**config.mk**
```make
export PLATFORM = sky130hd
export DESIGN_NAME = i2s_receiver
export DESIGN_NICKNAME = d
export VERILOG_FILES = /design/src/rtl/i2s_receiver.sv
export SDC_FILE = /design/constraint.sdc
export NUM_CORES = 1
export LEC_CHECK = 0
export CORE_ASPECT_RATIO = 1.5
export CORE_MARGIN = 2
export CORE_UTILIZATION = 47
export CTS_BUF_LIST = sky130_fd_sc_hd__clkbuf_8
export DETAILED_ROUTE_END_ITERATION = 6
export MAX_ROUTING_LAYER = met4
export PLACE_DENSITY = 0.73
export SLEW_MARGIN = 10
export SYNTH_ARGS = -nofsm -noshare
export SYNTH_HDL_FRONTEND = slang
export SYNTH_SLANG_ARGS = --single-unit
```
**constraint.sdc**
```tcl
create_clock -name i_Clk -period 2.6 [get_ports i_Clk]
set_input_delay 0.52 -clock i_Clk [delete_from_list [all_inputs] [get_ports i_Clk]]
set_output_delay 0.52 -clock i_Clk [all_outputs]
set_load 0.05 [all_outputs]
```
**src/rtl/i2s_receiver.sv**
```systemverilog
// rtl/i2s_receiver.sv - I2S slave receiver: oversampled bus capture, MSB-first deserialiser
// Emits one left/right sample pair per frame with a single-cycle valid strobe.
module i2s_receiver #(
  parameter int SAMPLE_BITS = 16,
  parameter int SYNC_STAGES = 2
) (
  input  logic                   i_Clk,
  input  logic                   i_Reset,
  input  logic                   i_SCLK,
  input  logic                   i_LRCLK,
  input  logic                   i_SDIN,
  output logic [SAMPLE_BITS-1:0] o_Left_Sample,
  output logic [SAMPLE_BITS-1:0] o_Right_Sample,
  output logic                   o_Sample_Valid,
  output logic                   o_Frame_Err,
  output logic                   o_Locked
);

  localparam int CW = $clog2(SAMPLE_BITS + 1);
  localparam logic [CW-1:0] FULL = CW'(SAMPLE_BITS);

  typedef enum logic [1:0] {UNLOCKED, LEFT, RIGHT} state_t;

  logic [SYNC_STAGES-1:0] sclk_sync, lr_sync, sd_sync;
  logic                   sclk_prev;
  logic                   sclk_s, ws, sd, tick, boundary;

  state_t                 state;
  logic                   ws_d, ws_d_prev;
  logic [CW-1:0]          cnt;
  logic [SAMPLE_BITS-1:0] shift, left_hold;
  logic                   left_ok;

  always_ff @(posedge i_Clk) begin
    if (i_Reset) begin
      sclk_sync <= '0;
      lr_sync   <= '0;
      sd_sync   <= '0;
      sclk_prev <= 1'b0;
    end else begin
      sclk_sync <= {sclk_sync[SYNC_STAGES-2:0], i_SCLK};
      lr_sync   <= {lr_sync[SYNC_STAGES-2:0], i_LRCLK};
      sd_sync   <= {sd_sync[SYNC_STAGES-2:0], i_SDIN};
      sclk_prev <= sclk_s;
    end
  end

  assign sclk_s   = sclk_sync[SYNC_STAGES-1];
  assign ws       = lr_sync[SYNC_STAGES-1];
  assign sd       = sd_sync[SYNC_STAGES-1];
  assign tick     = sclk_s & ~sclk_prev;
  // WS leads data by one bit, so the channel of this tick's bit is the delayed ws
  assign boundary = ws_d ^ ws_d_prev;

  always_ff @(posedge i_Clk) begin
    if (i_Reset) begin
      state          <= UNLOCKED;
      ws_d           <= 1'b0;
      ws_d_prev      <= 1'b0;
      cnt            <= '0;
      shift          <= '0;
      left_hold      <= '0;
      left_ok        <= 1'b0;
      o_Left_Sample  <= '0;
      o_Right_Sample <= '0;
      o_Sample_Valid <= 1'b0;
      o_Frame_Err    <= 1'b0;
      o_Locked       <= 1'b0;
    end else begin
      o_Sample_Valid <= 1'b0;
      o_Frame_Err    <= 1'b0;
      if (tick) begin
        ws_d      <= ws;
        ws_d_prev <= ws_d;
        if (boundary) begin
          cnt   <= CW'(1);
          shift <= {{(SAMPLE_BITS-1){1'b0}}, sd};
          case (state)
            UNLOCKED: begin
              if (!ws_d) begin
                state    <= LEFT;
                o_Locked <= 1'b1;
              end
            end
            LEFT: begin
              state <= RIGHT;
              if (cnt == FULL) begin
                left_hold <= shift;
                left_ok   <= 1'b1;
              end else begin
                o_Frame_Err <= 1'b1;
                left_ok     <= 1'b0;
              end
            end
            RIGHT: begin
              state   <= LEFT;
              left_ok <= 1'b0;
              if (cnt != FULL) begin
                o_Frame_Err <= 1'b1;
              end else if (left_ok) begin
                o_Left_Sample  <= left_hold;
                o_Right_Sample <= shift;
                o_Sample_Valid <= 1'b1;
              end
            end
            default: state <= UNLOCKED;
          endcase
        end else if (cnt < FULL) begin
          // bits past SAMPLE_BITS in a long slot are dropped silently
          shift <= {shift[SAMPLE_BITS-2:0], sd};
          cnt   <= cnt + CW'(1);
        end
      end
    end
  end

endmodule

```
---- Yosys cells after proc, flatten, opt, wreduce, memory -nomap -nowiden ----
Index checks and enable logic that the tools add are counted.
storage, ports and cells
  register bits after elaboration ......... 84
  input port bits ......................... 5
  word-level logic and storage cells ...... 54
  output and inout port bits .............. 35
operators by class
  equality and inequality tests ........... 5
  order comparisons ....................... 1
  bitwise operators ....................... 8
  reductions and logical operators ........ 11
  muxes and demuxes ....................... 12
  add/sub/neg operators ................... 1
operators with widths
  operator                                             number
  2-to-1 mux 16 bit                                    2
  2-to-1 mux 5 bit                                     2
  AND reduction 4 bit                                  2
  NOT 1 bit                                            6
  one-hot mux 2 bit (3 select lines)                   1
  AND reduction 3 bit                                  2
  adder 5 x 1 -> 5 bit, second input constant          1
  equality test 5 bit, second input constant           1
  < comparator 5 bit, second input constant            1
  != test 5 bit, second input constant                 1
  AND reduction 5 bit                                  1
  OR reduction 5 bit                                   1
  2-to-1 mux 1 bit                                     4
  one-hot mux 1 bit (2 select lines)                   2
  nonzero test 2 bit                                   2
  OR reduction 3 bit                                   1
  equality test 2 x 1 -> 1 bit, second input constant  1
  equality test 2 bit, second input constant           1
  zero test 2 bit                                      1
  2-to-1 mux 2 bit                                     1
  != test 2 bit, second input constant                 1
  AND reduction 2 bit                                  1
  AND 1 bit                                            1
  bitwise XOR 1 bit                                    1

---- Logic depth before layout (Yosys ltp) ----
Gate-level depths: netlist (run 1).
  depth after elaboration ................. 4
  depth in mapped cells ................... 7
  gate-level depth less buffers ........... 5

---- Worst setup path after synthesis (run 1) ----
No wires, ideal clock.
  kind .................................... reg-to-reg
  start point ............................. register state[0]
  end point ............................... register state[0]
  library setup time ...................... 121 ps
  period minus slack after synthesis ...... 1,758 ps
  required time ........................... 2,479 ps
  cell stages (with the launch flop) ...... 6
  setup slack ............................. 842 ps
  buffers on the path ..................... 0
  arrival ................................. 1,637 ps
  cell sequence ........................... dfxtp_1 inv_1 ha_1 or3b_2 a21oi_1 mux2_2
on the way
  longest elaborated chain between the ends .. 3
  elaborated cells on any way between the ends .. 6
  classes of those cells .................. eq/ne: 3; mux: 1; reduce/logical: 2
ends and longest elaborated chain
  what                           RTL line  source
  from (decl)                    28        state_t state;
  from (signal assigned)         57        state <= UNLOCKED;
  from (signal assigned)         81        state <= LEFT;
  from (signal assigned)         86        state <= RIGHT;
  zero test 2 bit                78        case (state)
  != test 2 bit (no line)        -
  AND reduction 3 bit (no line)  -
Parallel ways exist; a longest one is shown, timed or not.
A chain may end at the register's enable or synchronous reset.

---- Worst setup path in the final report (run 1) ----
  start point ............................. register o_Left_Sample[9]
  end point ............................... output port o_Left_Sample[9]
RTL lines
  what                    RTL line  source
  from (decl)             12        output logic [SAMPLE_BITS-1:0] o_Left_Sample,
  from (signal assigned)  101       o_Left_Sample <= left_hold;
No word-level cell between the ends.

==> results of run 1 <==
## state kept, by name, indices dropped and copies added, names as in the netlist
signal,cells
sclk_prev,1
shift,16
state,2
o_Locked,1
lr_sync,2
sd_sync,2
ws_d_prev,1
o_Right_Sample,16
o_Left_Sample,16
o_Frame_Err,1
left_hold,16
sclk_sync,2
o_Sample_Valid,1
left_ok,1
cnt,5
ws_d,1
## cells in the final DEF (no fill, tap or decap), types with 2 or more instances in the layout
cell type	count
a211oi_1	2
a21oi_1	5
a41oi_1	2
buf_4	7
bufinv_16	2
clkbuf_8	10
clkdlybuf4s50_1	38
clkinv_2	3
dfxtp_1	84
ha_1	7
inv_1	6
mux2_2	2
mux2i_1	51
nand2_1	7
nand2b_1	71
nand3_1	2
nor2_1	4
nor2b_1	10
nor3_1	2
nor3b_1	2
o21ai_0	2
o32ai_1	16
xnor2_1	2
## report_power, final
group | internal [uW] | switching (uW)
clock network | 559 | 447
logic | 34.8 | 32.3
registers | 1290 | 3.92
total | 1890 | 483
## layout make-up
cell class                 count  area share [%]
clock buffer                  10            3.43
tap                           78            2.43
inverter                       5           0.467
sequential                    84            41.9
clock inverter                 6            1.96
multi-input combinational    200            38.5
timing repair buffer          47            11.4
## cell families (layout without fill, tap and decap cells)
kind of cell    after synthesis  after routing
compound gates               28             28
xor+xnor                      3              3
fa+ha+maj                     7              7
buf+inv                      29             68
flops                        84             84
mux                          53             53
simple gates                109            109
## layer usage
metal	vias to the layer above	track usage, %	share of wire, %
li1	1139	-	-
met1	1072	19.2	45
met2	52	26.8	49
met3	7	4.96	3.6
met4	0	8.20	2.0
met5	-	-	0
## worst paths after layout
check / start / end
max: o_Left_Sample[9] / o_Left_Sample[9]
min: sclk_sync[0] / sclk_sync[1]
max reg2reg: ws_d / shift[14]
min reg2reg: sclk_sync[0] / sclk_sync[1]
## metrics by stage
step / cells / setup slack, ns
after floorplan: 313 / 0.842
after global placement: 414 / 0.763
after detailed placement: 414 / 0.736
after CTS: 430 / 0.554
after global routing: 430 / 0.522
final: 430 / 0.570
==> impl_results.md, run 1 <==
* Slowest-stage cell, CP: clkdlybuf4s50_1
* CP Cell Sequence: clkdlybuf4s50_1
* Max-slew violation count at 0
* DRC at 0
* CP arrival at 1.51 ns
* Main combinational cell family by area after synthesis: simple AND/OR/NAND/NOR gates
* Core Footprint at 6900 um2
* Final Cycle Share at 78.1%
* Die X at 73.0 um
* Synthesis-to-layout area growth at 19.8%
* Vias per inst at 5.28
* Overall power at 2370 uW
* EDFF count, synth at 0
* Final wirelength at 5920 um
* Synth top area share at 50.1%
* Yosys cell types at 34
* Vias in the first global route at 2,174
* Mux share of post-synthesis cell area at 15.9%
* Row cnt at 37
* Post-DP Area at 3800 um2
* # diodes at 0
* Sequential-to-total area share from yosys stat at 50.1%
* First-pass GRT wire length at 9920 um
* Post-layout util at 58.2%
* RSZ-0062 raised after global routing: no
* Main synth FF type: dfxtp_1
* Final hold vios at 0
* Longest Clk Path Bufs at 2
* Storage cell area at 1680 um2
* LEAKAGE at 0.00156 uW
* Startpoint Class: flop
* Proportion of layout cells with a drive suffix above 1 at 8.52%
* Tot GR Track Use at 16.9%
* Buf/Inv on CP at 1
* Cell area after layout at 4020 um2
* Setup crit end kind: primary output
* Die H at 107 um
* Hold depth at 1
* Max_cap viols at 0
* Ranking of synthesized cells by area: dfxtp_1 (50%), mux2i_1 (15%), nand2b_1 (13%)
* # hold bufs at CTS at 0
* Mapped Area at 3350 um2
* Synth Area in XOR/XNOR at 0.783%
* Worst-path maximum fanout at 2
* Most frequent cell after synthesis: dfxtp_1
* WP depth at 1
* Total number of yosys warnings at 0
* Routed vias at 2,270
* Top cells by count, synth: dfxtp_1 (84), nand2b_1 (71), mux2i_1 (51)
* CP peak stage delay at 0.81 ns
* Grt total ovfl at 0
* Worst Skew at 0.00675 ns
* Initial Util at 48.6%
* Layout net count at 359
* Reg2reg path depth at 3
* GP Congestion at 0.800
* Pin count of the biggest net entering global routing at 51
* Setup TNS at 0 ns
* TritonCTS Sinks at 84
* Asr flop ratio synth at 0%
* Area fraction in compound gates after synthesis at 6.38%
* Port bufs at 39
* Adder-Cell Fraction of Synth Area at 2.61%
* Fmax at 493 MHz
* Cells after Synth at 313
* Hold WC Path Type: flop to flop
* Area leader, netlist: dfxtp_1
* CTS tree: yes
* Final Setup Violations at 0
* R2R Setup Slk at 0.71 ns
* Crit path max-delay family: buffers and inverters
* Initial DRC Count at 116
* Post-CTS Setup Inserts at 0
* Post_cts resized at 0
* H-Tree Depth at 3
* #FFs+latches synth at 84
* Fillers at 598
* Status: completed
* Synthesized area per cell at 10.7 um2
* Routed Antenna Nets at 0
* Actual slew at the worst max-slew pin at 0.626 ns
* Setup CP Type: flop to primary output
* Slew headroom at 58.0%
* Pwr Density at 590 nW/um2
* Min cycle time layout at 2.03 ns
* VDD IR max at 0.350 mV
* Num ports at 40
* Required @ worst endpoint at 2.08 ns
* Post-Syn Nets at 325
* Area of the multi-input gates at 1550 um2
* Die ar. at 7840 um2
* CTS root buffer: clkbuf_8
* Wire per inst at 13.8 um
* First-pass DRT Iterations at 4
* Initial antenna violation count at 0
* Clock Latency Late Sink at 0.36 ns
* Synth Area in Simple Gates at 20.2%
* CTS clk-pin slew, worst paths at 0.08 ns
* TritonCTS Buffers at 9
* Min Hold Slack at 0.439 ns
* Post-DP HPWL at 3930 um
Note: power is estimated with default switching activity, not from simulation.
==> run 2: changes to the inputs <==
--- a/config.mk
+++ b/config.mk
@@ -11,7 +11,7 @@
 export CTS_BUF_LIST = sky130_fd_sc_hd__clkbuf_8
 export DETAILED_ROUTE_END_ITERATION = 6
 export MAX_ROUTING_LAYER = met4
-export PLACE_DENSITY = 0.73
+export PLACE_DENSITY = 0.76
 export SLEW_MARGIN = 10
 export SYNTH_ARGS = -nofsm -noshare
 export SYNTH_HDL_FRONTEND = slang
==> constraint.sdc (replaced) <==
create_clock -name i_Clk -period 1.75 [get_ports i_Clk]
set_input_delay 0.35 -clock i_Clk [delete_from_list [all_inputs] [get_ports i_Clk]]
set_output_delay 0.35 -clock i_Clk [all_outputs]
set_load 0.05 [all_outputs]
==> run 2 against run 1 <==
Routed wire length increased by 5.8%. Sequential cell count stayed put. Clock power up 37%. Global-route usage rose by 1.2 points. Core utilization rose by 0.62 points. Register-to-register slack lost 0.64 ns. Design area grew 1.1%. Via count increased by 3.5%. Cell count rose by 3.3%. Largest power group unchanged.
==> impl_results.md, run 2 (same netlist as run 1, synthesis figures left out) <==
* First-pass GRT wire length at 10,600 um (was 9920 um)
* Proportion of layout cells with a drive suffix above 1 at 22.4% (was 8.52%)
* CTS tree: yes (unchanged)
* # diodes at 0 (unchanged)
* Actual slew at the worst max-slew pin at 0.431 ns (was 0.626 ns)
* VDD IR max at 0.513 mV (was 0.350 mV)
* Pwr Density at 842 nW/um2 (was 590 nW/um2)
* Die H at 107 um (unchanged)
* Setup TNS at 0 ns (unchanged)
* Final wirelength at 6260 um (was 5920 um)
* Post-DP HPWL at 4340 um (was 3930 um)
* Grt total ovfl at 0 (unchanged)
* Port bufs at 39 (unchanged)
* R2R Path Start: state[0] (was ws_d)
* RSZ-0062 raised after global routing: yes (was no)
* CP arrival at 1.93 ns (was 1.51 ns)
* Dpl ws at 0.0368 ns (was 0.736 ns)
* Setup CP Type: flop to flop (was flop to primary output)
* Status: completed (unchanged)
* H-Tree Depth at 3 (unchanged)
* Startpoint Class: flop (unchanged)
* Crit path from: state[0] (was o_Left_Sample[9])
* Worst-path maximum fanout at 3 (was 2)
* Most frequent cells in the layout: dfxtp_1 (82), nand2b_1 (71), buf_4 (54) (was dfxtp_1 (84), nand2b_1 (71), mux2i_1 (51))
* Layout net count at 373 (was 359)
* TritonCTS Sinks at 84 (unchanged)
* First-pass DRT Iterations at 4 (unchanged)
* Final Cycle Share at 95.9%
* Worst Skew at 0.0111 ns (was 0.00675 ns)
* Longest Clk Path Bufs at 2 (unchanged)
* Vias in the first global route at 2,300 (was 2,174)
* Reg2reg path depth at 5 (was 3)
* GP Congestion at 0.814 (was 0.800)
* Vias per inst at 5.29 (was 5.28)
* Synthesis-to-layout area growth at 21.0% (was 19.8%)
* RR Endpoint: state[0] (was shift[14])
* Num ports at 40 (unchanged)
* Hold WC Path Type: input port to flop (was flop to flop)
* Max-slew violation count at 0 (unchanged)
* Final setup margin at 0.0722 ns (was 0.570 ns)
* Required @ worst endpoint at 2.00 ns (was 2.08 ns)
* Clock Latency Late Sink at 0.37 ns (was 0.36 ns)
* Commonest non-fill, non-tap cell in the layout: dfxtp_1 (unchanged)
* Final Setup Violations at 0 (unchanged)
* Initial antenna violation count at 0 (unchanged)
* Initial Util at 48.6% (unchanged)
* Post-layout util at 58.9% (was 58.2%)
* LEAKAGE at 0.00171 uW (was 0.00156 uW)
* CTS clk-pin slew, worst paths at 0.08 ns (about the same)
* Min cycle time layout at 1.68 ns
* CP Capture Point: state[0] (was o_Left_Sample[9])
* Die ar. at 7840 um2 (unchanged)
* Pin count of the biggest net entering global routing at 27 (was 51)
* Die X at 73.0 um (unchanged)
* Initial DRC Count at 87 (was 116)
* CTS root buffer: clkbuf_8 (unchanged)
* Tot GR Track Use at 18.1% (was 16.9%)
* Slew headroom at 70.8% (was 58.0%)
* Max_cap viols at 0 (unchanged)
* Fillers at 606 (was 598)
* Core Footprint at 6900 um2 (unchanged)
* Row cnt at 37 (unchanged)
* Final hold vios at 0 (unchanged)
* DRC at 0 (unchanged)
* Setup crit end kind: flop (was primary output)
* R2R Setup Slk at 0.07 ns (was 0.71 ns)
* Fmax at 596 MHz
* Routed vias at 2,349 (was 2,270)
* Routed Antenna Nets at 0 (unchanged)
* Wire per inst at 14.1 um (was 13.8 um)
* Hold depth at 3 (was 1)
* TritonCTS Buffers at 9 (unchanged)
## run 2: changes by cell type in the layout (fill, tap and decap cells not counted), sizes merged
cell / previous run / this run
buf: 9 / 58
bufinv: 2 / 1
clkdlybuf4s50: 38 / 3
clkinv: 3 / 4
## run 2: report_power, final
group	internal, uW	total (uW)	switching [uW]
registers	1920	1930	5.97
logic	58.3	109	50.9
clock network	697	1380	687
## run 2: worst min path at each step
stage,from,end,slack (ns)
after floorplan,lr_sync[0],lr_sync[1],0.41
after global placement,lr_sync[0],lr_sync[1],0.43
after detailed placement,sclk_sync[0],sclk_sync[1],0.43
after CTS,i_Reset,o_Right_Sample[0],0.39
after global routing,i_Reset,o_Right_Sample[0],0.42
final,i_Reset,o_Right_Sample[0],0.40
## run 2: final cells by class
| class | count | area (um2) | area share [%] |
|---|---|---|---|
| Multi-Input combinational cell | 200 | 1560 | 38.3 |
| Sequential cell | 84 | 1680 | 41.5 |
| Timing Repair Buffer | 61 | 500 | 12.3 |
| Clock buffer | 10 | 138 | 3.39 |
| Tap cell | 78 | 97.6 | 2.40 |
| Clock inverter | 6 | 65.1 | 1.60 |
| Inverter | 5 | 18.8 | 0.462 |
## run 2: timing repair
| action | 4_1_cts | 5_1_grt |
|---|---|---|
| endpoints found under the hold margin | 0 | 0 |
| setup buffers | 0 | 1 |
| gates resized for setup | 0 | 3 |
| endpoints found under the setup margin | 0 | 16 |
| hold buffers | 0 | 0 |
## run 2: metal layers
metal  vias up  global-route usage, %  wire length, um  part of all wire, %
met5         -                      -                0                    0
met1      1128                   20.5             2680                   43
met4         0                   9.92              122                  1.9
met3         8                   4.68              221                  3.5
li1       1168                      -                -                    -
met2        45                   28.8             3240                   52
## run 2: critical path, cell delays in order (launching register included)
cell and delay, ns:
dfxtp_1 0.34, inv_1 0.07, ha_1 0.21, or3b_2 0.48, a21oi_4 0.15, mux2_2 0.34
## run 2: per-stage QoR
stage	area, um2	hold WS [ns]	power, uW	std cells
finish	4060	0.399	3420	444
global route	4060	0.422	3540	444
CTS	4040	0.386	3460	443
detailed placement	3840	0.426	2080	427
global placement	3840	0.425	2080	427
floorplan	3360	0.414	2040	313
==> run 3: changes to the inputs <==
--- a/config.mk
+++ b/config.mk
@@ -12,6 +12,7 @@
 export DETAILED_ROUTE_END_ITERATION = 6
 export MAX_ROUTING_LAYER = met4
 export PLACE_DENSITY = 0.76
+export SKIP_CTS_REPAIR_TIMING = 1
 export SLEW_MARGIN = 10
 export SYNTH_ARGS = -nofsm -noshare
 export SYNTH_HDL_FRONTEND = slang
==> results of run 3 <==
Same layout as run 2: the final DEF is identical, and so are final timing and power.
